**src/rtl/mem_bist_pkg.sv**
```systemverilog
// Shared types and March C- phase tables for the memory BIST controller.
// Each per-phase table is a packed vector indexed by the phase number.
package mem_bist_pkg;

    typedef enum logic [1:0] {
        IDLE,
        RUN,
        DONE
    } state_t;

    typedef enum logic [2:0] {
        PH_W0_UP,
        PH_R0W1_UP,
        PH_R1W0_UP,
        PH_R0W1_DN,
        PH_R1W0_DN,
        PH_R0_UP
    } phase_t;

    localparam int NUM_PHASES = 6;

    // Background selectors; a data word is the selector replicated across the bus.
    localparam logic BG0 = 1'b0;
    localparam logic BG1 = 1'b1;

    // Bit n of each table describes phase n (leftmost entry is phase 5).
    localparam logic [NUM_PHASES-1:0] PH_DOWN = 6'b011000;
    localparam logic [NUM_PHASES-1:0] PH_RD   = 6'b111110;
    localparam logic [NUM_PHASES-1:0] PH_WR   = 6'b011111;
    localparam logic [NUM_PHASES-1:0] PH_EXP  = {BG0, BG1, BG0, BG1, BG0, BG0};
    localparam logic [NUM_PHASES-1:0] PH_WVAL = {BG0, BG0, BG1, BG0, BG1, BG0};

endpackage

```
**src/rtl/mem_bist_if.sv**
```systemverilog
// Memory-side write/read port. The BIST controller is the master; the memory
// is the slave and returns combinational read data.
interface mem_bist_if #(
    parameter int ADDR_W = 3,
    parameter int DATA_W = 8
) ();
    logic [ADDR_W-1:0] mem_addr;
    logic              mem_we;
    logic [DATA_W-1:0] mem_wdata;
    logic [DATA_W-1:0] mem_rdata;

    modport master (output mem_addr, output mem_we, output mem_wdata, input mem_rdata);
    modport slave  (input mem_addr, input mem_we, input mem_wdata, output mem_rdata);
endinterface

```
**src/rtl/mem_bist_addr_gen.sv**
```systemverilog
// Loadable up/down address counter. o_tc flags the last address of a sweep
// in the current direction, so a phase never wraps.
module mem_bist_addr_gen #(
    parameter int ADDR_W = 3
) (
    input  logic              clk,
    input  logic              reset_n,
    input  logic              i_load,
    input  logic [ADDR_W-1:0] i_load_val,
    input  logic              i_step,
    input  logic              i_down,
    output logic [ADDR_W-1:0] o_addr,
    output logic              o_tc
);
    localparam logic [ADDR_W-1:0] ONE = ADDR_W'(1);

    logic [ADDR_W-1:0] r_addr;

    always_ff @(posedge clk) begin
        if (!reset_n) begin
            r_addr <= '0;
        end else if (i_load) begin
            r_addr <= i_load_val;
        end else if (i_step) begin
            r_addr <= i_down ? (r_addr - ONE) : (r_addr + ONE);
        end
    end

    assign o_addr = r_addr;
    assign o_tc   = i_down ? (r_addr == '0) : (r_addr == '1);
endmodule

```
**src/rtl/mem_bist_ctrl.sv**
```systemverilog
// March C- BIST controller: sequences the six march elements over the memory,
// compares reads against the expected background, counts and captures failures.
import mem_bist_pkg::*;

module mem_bist_ctrl #(
    parameter int ADDR_W = 3,
    parameter int DATA_W = 8
) (
    input  logic              clk,
    input  logic              reset_n,
    input  logic              start,
    mem_bist_if.master        mem,
    output logic              busy,
    output logic              done,
    output logic              pass,
    output logic [7:0]        err_count,
    output logic [2:0]        fail_phase,
    output logic [ADDR_W-1:0] fail_addr,
    output logic [DATA_W-1:0] fail_exp,
    output logic [DATA_W-1:0] fail_got
);
    state_t            r_state, w_state_next;
    phase_t            r_phase, w_next_phase;
    logic              r_op;
    logic [7:0]        r_err;
    phase_t            r_fail_phase;
    logic [ADDR_W-1:0] r_fail_addr;
    logic [DATA_W-1:0] r_fail_exp, r_fail_got;

    logic              w_running, w_start, w_rd_en, w_wr_en, w_last_sub;
    logic              w_rd_cycle, w_wr_cycle, w_mismatch;
    logic              w_tc, w_phase_end, w_last_op, w_load, w_step;
    logic [ADDR_W-1:0] w_addr, w_load_val;
    logic [DATA_W-1:0] w_exp;

    assign w_running    = (r_state == RUN);
    assign w_start      = start && !w_running;
    assign w_rd_en      = PH_RD[r_phase];
    assign w_wr_en      = PH_WR[r_phase];
    // r_op marks the write half of a read-then-write pair at one address.
    assign w_last_sub   = !(w_rd_en && w_wr_en) || r_op;
    assign w_rd_cycle   = w_running && w_rd_en && !r_op;
    assign w_wr_cycle   = w_running && w_wr_en && (!w_rd_en || r_op);
    assign w_exp        = {DATA_W{PH_EXP[r_phase]}};
    assign w_mismatch   = w_rd_cycle && (mem.mem_rdata != w_exp);
    assign w_phase_end  = w_running && w_last_sub && w_tc;
    assign w_last_op    = w_phase_end && (r_phase == PH_R0_UP);
    assign w_next_phase = phase_t'(r_phase + 3'd1);
    assign w_load       = w_start || (w_phase_end && !w_last_op);
    assign w_load_val   = (!w_start && PH_DOWN[w_next_phase]) ? '1 : '0;
    assign w_step       = w_running && w_last_sub && !w_tc;

    mem_bist_addr_gen #(.ADDR_W(ADDR_W)) u_addr_gen (
        .clk        (clk),
        .reset_n    (reset_n),
        .i_load     (w_load),
        .i_load_val (w_load_val),
        .i_step     (w_step),
        .i_down     (PH_DOWN[r_phase]),
        .o_addr     (w_addr),
        .o_tc       (w_tc)
    );

    always_ff @(posedge clk) begin
        if (!reset_n) begin
            r_state <= IDLE;
        end else begin
            r_state <= w_state_next;
        end
    end

    always_comb begin
        w_state_next = r_state;
        case (r_state)
            IDLE:    if (start) w_state_next = RUN;
            RUN:     if (w_last_op) w_state_next = DONE;
            DONE:    if (start) w_state_next = RUN;
            default: w_state_next = IDLE;
        endcase
    end

    always_ff @(posedge clk) begin
        if (!reset_n || w_start) begin
            r_phase      <= PH_W0_UP;
            r_op         <= 1'b0;
            r_err        <= '0;
            r_fail_phase <= PH_W0_UP;
            r_fail_addr  <= '0;
            r_fail_exp   <= '0;
            r_fail_got   <= '0;
        end else if (w_running) begin
            r_op <= !w_last_sub;
            if (w_phase_end && !w_last_op) begin
                r_phase <= w_next_phase;
            end
            if (w_mismatch) begin
                if (r_err != 8'hFF) begin
                    r_err <= r_err + 8'd1;
                end
                // A zero count means this is the first mismatch of the run.
                if (r_err == 8'd0) begin
                    r_fail_phase <= r_phase;
                    r_fail_addr  <= w_addr;
                    r_fail_exp   <= w_exp;
                    r_fail_got   <= mem.mem_rdata;
                end
            end
        end
    end

    assign mem.mem_addr  = w_running ? w_addr : '0;
    assign mem.mem_we    = w_wr_cycle;
    assign mem.mem_wdata = w_wr_cycle ? {DATA_W{PH_WVAL[r_phase]}} : '0;

    assign busy       = w_running;
    assign done       = (r_state == DONE);
    assign pass       = done && (r_err == 8'd0);
    assign err_count  = r_err;
    assign fail_phase = r_fail_phase;
    assign fail_addr  = r_fail_addr;
    assign fail_exp   = r_fail_exp;
    assign fail_got   = r_fail_got;
endmodule

```
**src/flat_wrapper.sv**
```systemverilog
// flat-port wrapper written by rule: the top's interface ports become plain ports
module mem_bist_ctrl_flat 
#(
    parameter int ADDR_W = 3,
    parameter int DATA_W = 8
)
  (clk, reset_n, start, busy, done, pass, err_count, fail_phase, fail_addr, fail_exp, fail_got, mem_mem_addr, mem_mem_we, mem_mem_wdata, mem_mem_rdata);
  mem_bist_if #(.ADDR_W(ADDR_W), .DATA_W(DATA_W)) mem_i ();
  input  logic clk;
  input  logic reset_n;
  input  logic start;
  output logic busy;
  output logic done;
  output logic pass;
  output logic [7:0] err_count;
  output logic [2:0] fail_phase;
  output logic [ADDR_W-1:0] fail_addr;
  output logic [DATA_W-1:0] fail_exp;
  output logic [DATA_W-1:0] fail_got;
  output wire logic [$bits(mem_i.mem_addr)-1:0] mem_mem_addr;
  output wire logic [$bits(mem_i.mem_we)-1:0] mem_mem_we;
  output wire logic [$bits(mem_i.mem_wdata)-1:0] mem_mem_wdata;
  input wire logic [$bits(mem_i.mem_rdata)-1:0] mem_mem_rdata;
  assign mem_mem_addr = mem_i.mem_addr;
  assign mem_mem_we = mem_i.mem_we;
  assign mem_mem_wdata = mem_i.mem_wdata;
  assign mem_i.mem_rdata = mem_mem_rdata;
  mem_bist_ctrl #(.ADDR_W(ADDR_W), .DATA_W(DATA_W)) u_core (.clk(clk), .reset_n(reset_n), .start(start), .mem(mem_i), .busy(busy), .done(done), .pass(pass), .err_count(err_count), .fail_phase(fail_phase), .fail_addr(fail_addr), .fail_exp(fail_exp), .fail_got(fail_got));
endmodule
```
**config.mk**
```make
export PLATFORM = sky130hd
export DESIGN_NAME = mem_bist_ctrl_flat
export DESIGN_NICKNAME = d
export VERILOG_FILES = /design/src/rtl/mem_bist_pkg.sv /design/src/rtl/mem_bist_if.sv /design/src/rtl/mem_bist_addr_gen.sv /design/src/rtl/mem_bist_ctrl.sv /design/src/flat_wrapper.sv
export SDC_FILE = /design/constraint.sdc
export NUM_CORES = 1
export LEC_CHECK = 0
export CORE_MARGIN = 2
export CORE_UTILIZATION = 47
export CTS_CLUSTER_SIZE = 25
export DETAILED_ROUTE_END_ITERATION = 7
export GPL_ROUTABILITY_DRIVEN = 0
export GPL_TIMING_DRIVEN = 0
export PLACE_DENSITY = 0.87
export SKIP_LAST_GASP = 1
export SYNTH_ARGS = -nofsm -noshare
export SYNTH_HDL_FRONTEND = slang
export SYNTH_SLANG_ARGS = --single-unit
```
**constraint.sdc**
```tcl
create_clock -name clk -period 2.6 [get_ports clk]
set_input_delay 0.78 -clock clk [delete_from_list [all_inputs] [get_ports clk]]
set_output_delay 0.78 -clock clk [all_outputs]
set_load 0.01 [all_outputs]
```
# Yosys cells after proc, flatten, opt, wreduce, memory -nomap -nowiden
# Memory sizes are Yosys's and may differ from the RTL's. A register that Yosys moved wholly into a read port is not among the register bits.
# Cells that the tools add are included.
# totals
ff_bits,32
latchBits,0
ramBits,0
rom_bits,48
inputBits,11
out_inout_bits,45
elab_cells,91
n_memories,6
# mem_list
memory,words,word_bits,rd,rd_ports_with_merged_regs,write_ports,line_no,source
(no name shown),8,1,1,1,0,mem_bist_ctrl.sv:44,assign w_exp = {DATA_W{PH_EXP[r_phase]}};
(no name shown),8,1,1,1,0,mem_bist_ctrl.sv:113,assign mem.mem_wdata = w_wr_cycle ? {DATA_W{PH_WVAL[r_phase]}} : '0;
(no name shown),8,1,1,0,0,mem_bist_ctrl.sv:50,assign w_load_val = (!w_start && PH_DOWN[w_next_phase]) ? '1 : '0;
(no name shown),8,1,1,1,0,mem_bist_ctrl.sv:39,assign w_wr_en = PH_WR[r_phase];
(no name shown),8,1,1,1,0,mem_bist_ctrl.sv:59,".i_down (PH_DOWN[r_phase]),"
(no name shown),8,1,1,1,0,mem_bist_ctrl.sv:38,assign w_rd_en = PH_RD[r_phase];
# op_classes
addsub,4
n_mul,0
div_mod_pow,0
magnitude_cmp,2
eq_ne,8
shifts,0
mux,26
n_bitwise,0
n_reduce_logical,36
# ops
op,count
2-to-1 mux 3 bit,15
logical AND 1 bit,14
logical NOT 1 bit,9
"adder 8 x 1 -> 8 bit, second input constant",1
logical NOT 8 bit,1
"less-than comparator 3 x 4 -> 1 bit, second input constant",2
2-to-1 mux 8 bit,1
inequality test 8 bit,1
"inequality test 8 bit, second input constant",1
2-to-1 mux 1 bit,7
"adder 3 x 1 -> 3 bit, second input constant",2
"equality test 3 bit, second input constant",2
AND reduction 3 bit,2
logical OR 1 bit,4
2-to-1 mux 2 bit,2
one-hot mux 2 bit (2 select lines),1
AND reduction 2 bit,2
logical NOT 3 bit,1
"subtractor 3 x 1 -> 3 bit, second input constant",1
"equality test 2 x 1 -> 1 bit, second input constant",1
"equality test 2 bit, second input constant",1
logical NOT 2 bit,1
"inequality test 2 x 1 -> 1 bit, second input constant",1
"inequality test 2 bit, second input constant",1
2 further kinds,2

# Logic depth before layout (Yosys ltp)
# logic_depth
ltp_word,13
mapped_depth,8
ltp_nobuf,7

# Cells and area by module
# Synthesis repeated with hierarchy kept, for this count alone.
# hier_totals
cells_unflattened,258
area_unflattened_um2,2163.3
# by_module_without_submodules
module,instances,cells_per_inst,area_each_um2,seq_area_each_um2
mem_bist_ctrl,1,234,1964.4,680.7
mem_bist_addr_gen,1,24,198.9,60.1

# Worst setup path before layout
# OpenSTA, ideal clock, no wires.
# synth_timing
path_kind,reg2out
startpoint,register u_core.r_state[1]
endpoint,output port mem_mem_wdata[1]
arrival_time_ps,1515
t_required_ps,1820
path_slack_ps,305
path_stages_with_launch,7
n_path_buf,2
cell_sequence,dfxtp_1 nand2b_1 clkbuf_1 inv_1 and3_1 and2_1 buf_4
# synth_via
elab_chain_cells,4
# synth_lines
element,line_no,source
start: declaration,mem_bist_ctrl.sv:22,"state_t r_state, w_state_next;"
start signal: assignment,mem_bist_ctrl.sv:68,r_state <= w_state_next;
equality test 2 x 1 -> 1 bit,mem_bist_ctrl.sv:36,assign w_running = (r_state == RUN);
named net busy,flat_wrapper.sv:12,output logic busy;
logical AND 1 bit (2 in a row),mem_bist_ctrl.sv:43,assign w_wr_cycle = w_running && w_wr_en && (!w_rd_en || r_op);
named net mem_mem_we,flat_wrapper.sv:21,output wire logic [$bits(mem_i.mem_we)-1:0] mem_mem_we;
2-to-1 mux 8 bit,mem_bist_ctrl.sv:113,
end: declaration,flat_wrapper.sv:22,output wire logic [$bits(mem_i.mem_wdata)-1:0] mem_mem_wdata;
# The timed path passes the listed nets, and every way through them passes these cells.

# Final worst setup path
# layout_timing
startpoint,register u_core.r_state[1]
endpoint,output port mem_mem_wdata[1]
# layout_via
elab_chain_cells,4
# layout_lines
element,line_no
equality test 2 x 1 -> 1 bit,mem_bist_ctrl.sv:36
logical AND 1 bit (2 in a row),mem_bist_ctrl.sv:43
2-to-1 mux 8 bit,mem_bist_ctrl.sv:113
# No other way between the ends.

==> flow_summary_export.csv <==
group,metric,value,unit
status,status,"finished, final reports clean",
yosys,synth_nets,251,
floorplan,ioPinCount,56,
timing,period_needed,2.43,ns
timing,rsz0062_at_grt,"no",
grt,grt_usage,21.8,%
yosys,synth_area_leaders,"dfxtp_1 (38%), nand3_1 (6.0%), o21ai_0 (5.7%)",
floorplan,floorplan.initialDensity,48.7,%
clocking,cts_tree,"yes",
timing,fmax,411,MHz
floorplan,die_w,68.2,microns
cells_and_area,drive_gt1_share,11.1,%
yosys,syn-cell-area,1930,sq um
worst_setup_path,crit_fanout,8,
yosys,async_flop_share,0,%
yosys,synth_edf_count,0,
timing,setup_viol,0,
yosys,yosysMostFrequentCell,"dfxtp_1",
placement,port_buffers,55,
clocking,clk_latency,0.30,ns
routing,firstDrtPassIters,4,
grt,grt_pass1_vias,1631,
routing,postRouteAntennaNets,0,
yosys,yosysTopAreaCellShare,38.3,%
yosys,yosys.area.top_type,"dfxtp_1",
yosys,syn_avg_cell_area,8.27,sq um
clocking,numCtsBuffers,5,
placement,dpl_cell_area,2550,sq um
routing,viasPerCell,5.54,
power_and_ir_drop,p_leak,0.985,nW
grt,overflow,0,
routing,wire_per_inst,14.0,microns
routing,routed_wl,4.85,mm
clocking,cts-htree-levels,2,
timing,finClkSkew,0.00777,ns
cells_and_area,design_area,2640,sq um
yosys,synthCells,234,
clocking,cts_root_buffer,"clkbuf_8",
clocking,clock_path_buffers,2,
yosys,yosysSeqAreaShare,38.3,%
yosys,synthTopCellsByCount,"dfxtp_1 (37), nand3_1 (23), nand2_1 (22), o21ai_0 (22), buf_4 (14)",
worst_setup_path,arrival,1.65,ns
cells_and_area,area_growth,36.6,%
timing,worstMarginPinSlew,0.677,ns
floorplan,dieArea,4650,sq um
placement,hpwl,3.58,mm
yosys,synth-seq-cells,37,
power_and_ir_drop,total_power,0.00105,W
timing,hold_viol_final,0,
worst_setup_path,crit_type,"reg -> out",
routing,vias,1916,
grt,grt_max_degree,11,
timing,final_max_slew_viol_count,0,
yosys,synthFlopType,"dfxtp_1",
floorplan,core-area,3970,sq um
worst_setup_path,cp.required,1.82,ns
routing,drt_iter0_drc,159,
clocking,path_clk_slew,0.07,ns
yosys,synth_cell_types,44,
worst_setup_path,crit_path_end_kind,"output pin",
power_and_ir_drop,powerDensity,398,nW/um^2
timing,slew_headroom,54.9,%
worst_hold_path,min_path_type,"reg -> reg",
worst_setup_path,crit_path_start_kind,"register",
timing,min_period_over_period,93.5,%
floorplan,row_count,23,
floorplan,die_h,68.2,microns
power_and_ir_drop,vdd_ir_drop_max,0.254,mV
grt,antenna_found_initial,0,
cells_and_area,layout.nets,312,
yosys,yosysWarnings,0,
cells_and_area,n_antenna_cell,0,
clocking,cts_num_sinks,37,
routing,drc,0,
run,cap_violations,0,
grt,grt_pass1_wl,7.52,mm
## through the flow
stage	hold WS (ns)	cells	setup TNS, ns	setup slack (ns)	util, %
after floorplan	0.449	234	0	0.305	-
after detailed placement	0.463	339	-2.54	-0.170	64.1
final	0.470	346	0	0.170	66.5
after global placement	0.457	339	-1.49	-0.149	64.1
after CTS	0.474	346	0	0.0300	66.3
after global routing	0.491	346	0	0.0351	66.5
## worst paths after layout
kind              cells after the start                   to  slack [ns]                        start
setup / recovery                      6     mem_mem_wdata[1]        0.17            u_core.r_state[1]
hold / removal                        2  u_core.fail_addr[0]        0.47          u_core.fail_addr[0]
setup reg to reg                      5      u_core.w_exp[0]        0.33  u_core.u_addr_gen.o_addr[2]
hold reg to reg                       2  u_core.fail_addr[0]        0.47          u_core.fail_addr[0]
## cell type report
type	count	area (sq um)
Buffer	23	139
Clock buffer	8	80.1
Fill cell	324	1330
Inverter	10	40.0
Multi-Input combinational cell	163	1040
Sequential cell	37	742
Tap cell	50	62.6
Timing Repair Buffer	55	543
## state kept, by name, summed over array words and instances (netlist names), 2 cells and up, named ones only
name,flops
u_core.err_count,8
u_core.fail_addr,3
u_core.fail_got,8
u_core.fail_phase,3
u_core.r_phase,3
u_core.r_state,2
u_core.u_addr_gen.o_addr,3
## cells by family after synthesis
logic type / after synthesis / synth area share (%)
xor gates and xnor gates: 5 / 2.26
muxes: 3 / 1.81
and+or+nand+nor: 99 / 27.4
AOI/OAI and AO/OA: 50 / 16.7
adders and majority gates: 6 / 4.27
DFF: 37 / 38.3
buffers and inverters: 34 / 9.31
## placed cells by master, fill, tap and decap left out, drive strengths merged, types with 5 or more instances in the layout
master / instances
a21oi: 10
and2: 8
and3: 5
buf: 15
clkbuf: 16
clkdlybuf4s50: 46
dfxtp: 37
dlygate4sd2: 8
ha: 5
inv: 10
nand2: 22
nand3: 23
nand4: 5
nor2: 12
nor3: 7
o21ai: 22
o31ai: 8
## worst max-delay path, stage by stage, from the launching register on
cell,delay [ns]
dfxtp_1,0.34
nand2b_4,0.20
inv_4,0.06
and3_1,0.17
and2_4,0.18
buf_4,0.13
dlygate4sd2_1,0.28
## power by group
part / internal [W] / switching [W]
Clock: 0.000190 / 0.000200
Combinational: 0.0000357 / 0.0000484
Sequential: 0.000572 / 0.00000621
Total: 0.000798 / 0.000255
## routing by layer
metal  vias up  global-route usage [%]  wire (microns)
met5         -                       0               0
met4         0                    10.5             103
met3        11                    4.93             250
met2        64                    35.3            2390
met1       900                    27.2            2100
li1        941                       -               -
## timing repair
| item | in CTS | in global routing |
|---|---|---|
| resized for setup | 16 | 2 |
| gates cloned | 0 | 0 |
| hold buffers | 0 | 0 |
| pin swaps | 0 | 0 |
| setup buffers | 0 | 0 |
| endpoints found under the hold margin | 0 | 0 |
| endpoints found under the setup margin | 11 | 2 |
No activity file was read; power rests on OpenSTA's default activity.
==> patch (config.mk and constraints unchanged) <==
Reset style: asynchronous (`reset_n`), changed in 2 clocked blocks.
--- a/src/rtl/mem_bist_addr_gen.sv
+++ b/src/rtl/mem_bist_addr_gen.sv
@@ -18,3 +18,3 @@
 
-    always_ff @(posedge clk) begin
+    always_ff @(posedge clk or negedge reset_n) begin
         if (!reset_n) begin
--- a/src/rtl/mem_bist_ctrl.sv
+++ b/src/rtl/mem_bist_ctrl.sv
@@ -63,3 +63,3 @@
 
-    always_ff @(posedge clk) begin
+    always_ff @(posedge clk or negedge reset_n) begin
         if (!reset_n) begin
Function: differs if reset_n is asserted again (counterexample within 4 cycles, from zero or initial values and one cycle with reset_n low); with reset_n held inactive, the same outputs for 10 cycles.
==> patch against the unedited design <==
Area after synthesis rose by 3.2%. Largest cell class unchanged. Critical path depth down 2. Setup slack lost 0.056 ns. Global-route usage shrank 1.2 points. Sequential share of layout area decreased by 0.28 points. Sequential cell count unchanged. Final area rose by 4.3%. Synthesized cell count fell by 5.6%. Wire length decreased by 6.3%. First-iteration DRC count fell by 25%.
Power is not compared: it rests on default switching activity, and its combinational part moved more than twofold at a synthesized area within 25%.
==> patch: results (changes against the unedited design) <==
[synthesis]
ys_async_sr_fraction=0.135  ; +0.135
syn_area_per_cell_um2=9.04  ; +9.3%
synthTopCellsByCount=dfxtp_1 (32), nor2_1 (24), nand2_1 (17)
synth.area.top_cells=dfxtp_1 (32%), mux2i_1 (6.5%), dfrtp_1 (6.3%)
synth_cell_type_count=49  ; +11%
yosysWarnings=0  ; unchanged
yosysSeqAreaShare=0.383  ; +0.000535
synth_nets=238  ; -5.2%

[drt]
first_pass_iters=4  ; unchanged
via_per_inst=5.15  ; -7.0%
drt_iter0_drc=119  ; -25%
wl_per_cell_um=13.5  ; -3.8%

[cells_and_area]
fillCellCount=333  ; +2.8%
finalNetCount=303  ; -2.9%
layout-drive-gt1-share=0.157  ; +0.0453
fin_cells=337  ; -2.6%
diodes=0  ; unchanged

[min_path]
min_path_cells=2  ; unchanged
worstHoldStart=u_core.fail_addr[1]
min_path_type=flop to flop

[setup_path]
r2r_start=u_core.u_addr_gen.o_addr[0]
path_max_fanout=11  ; +3
reg2reg_depth=5  ; unchanged
setup.worst_path.start=u_core.r_state[1]

[clocking]
cts_buffers=5  ; unchanged
cts-root-buf=clkbuf_8
cts.clk_slew.worst_paths_ns=0.08
clk_latency_ns=0.30  ; about the same
clock_tree.buffer_depth=2  ; unchanged
cts.htree.levels=2  ; unchanged

[placed_design]
port_buffers=55  ; unchanged
dpl.hpwl_um=3370  ; -5.8%
dp.cells=326  ; -3.8%

[timing]
worstMarginPinSlew_ns=0.619  ; -0.0575 ns
fin_worst_skew_ns=0.00383  ; -0.00393 ns

[grt]
grt_pass1_wl_um=8000  ; +6.3%
track_usage=0.206  ; -0.0117
antenna_found_initial=0  ; unchanged
grt_max_degree=13  ; +2

[outcome]
status=finished, final reports clean

[power]
ir_drop_mv=0.417
leakagePower_nw=1.08

## patch: per-layer routing
metal  vias up  global-route usage  wire [um]
li1        884                   -          -
met1       795               0.247       1980
met2        49               0.344       2210
met3         7              0.0669        282
met4         0              0.0784         72
met5         -                   0          0
## patch: final timing paths
path / to / slack [ns]
max in group asynchronous: u_core.u_addr_gen.o_addr[0] / 1.68
worst max-delay path: mem_mem_we / 0.11
min in group asynchronous: u_core.u_addr_gen.o_addr[2] / 0.71
worst min-delay path: u_core.fail_addr[1] / 0.47
worst min register to register: u_core.fail_addr[1] / 0.47
worst max register to register: u_core.w_exp[0] / 0.19
## patch: cell families after synthesis
group	count (synthesis)	synth area share
AOI/OAI and AO/OA	37	0.143
xor gates and xnor gates	5	0.0219
adders and majority gates	6	0.0414
buffers and inverters	34	0.0996
DFF	37	0.383
muxes	15	0.0764
and+or+nand+nor	87	0.234
## patch: cell type report
type                    instances  area share
multi-input cells             150       0.385
flip-flops and latches         37       0.278
repair buffers                 59       0.209
plain buffers                  21      0.0545
clock buffers                   6      0.0300
well taps                      50      0.0227
inverters                      12      0.0163
clock inverters                 2     0.00500
## patch: through the flow
stage / hold slack (ns) / power [mW] / area [um2] / worst slack, ns
after floorplan: 0.471 / 1.16 / 2000 / 0.171
after global placement: 0.447 / 1.40 / 2610 / -0.343
after detailed placement: 0.455 / 1.42 / 2610 / -0.387
after CTS: 0.469 / 1.85 / 2750 / -0.0197
after global routing: 0.500 / 1.96 / 2760 / 0.00744
final: 0.468 / 1.84 / 2760 / 0.114
## patch: worst max-delay path, cell delays in order (launching register included)
cell and delay, ns:
dfrtp_1 0.39, nand2b_4 0.21, inv_2 0.10, and3_1 0.17, clkdlybuf4s50_1 0.53
## patch: power by group
part	internal, mW	total (mW)	leakage, nW	switching [mW]
Clock	0.215	0.434	0.0512	0.219
Sequential	0.637	0.711	0.318	0.0750
Combinational	0.362	0.694	0.715	0.332
Total	1.21	1.84	1.08	0.626
## patch: what timing repair did
| action | 4_1_cts | 5_1_grt |
|---|---|---|
| endpoints found under the setup margin | 32 | 14 |
| gates resized for setup | 19 | 4 |
| pin swaps | 3 | 1 |
| hold buffers | 0 | 0 |
| endpoints found under the hold margin | 0 | 0 |
| buffers inserted | 4 | 0 |
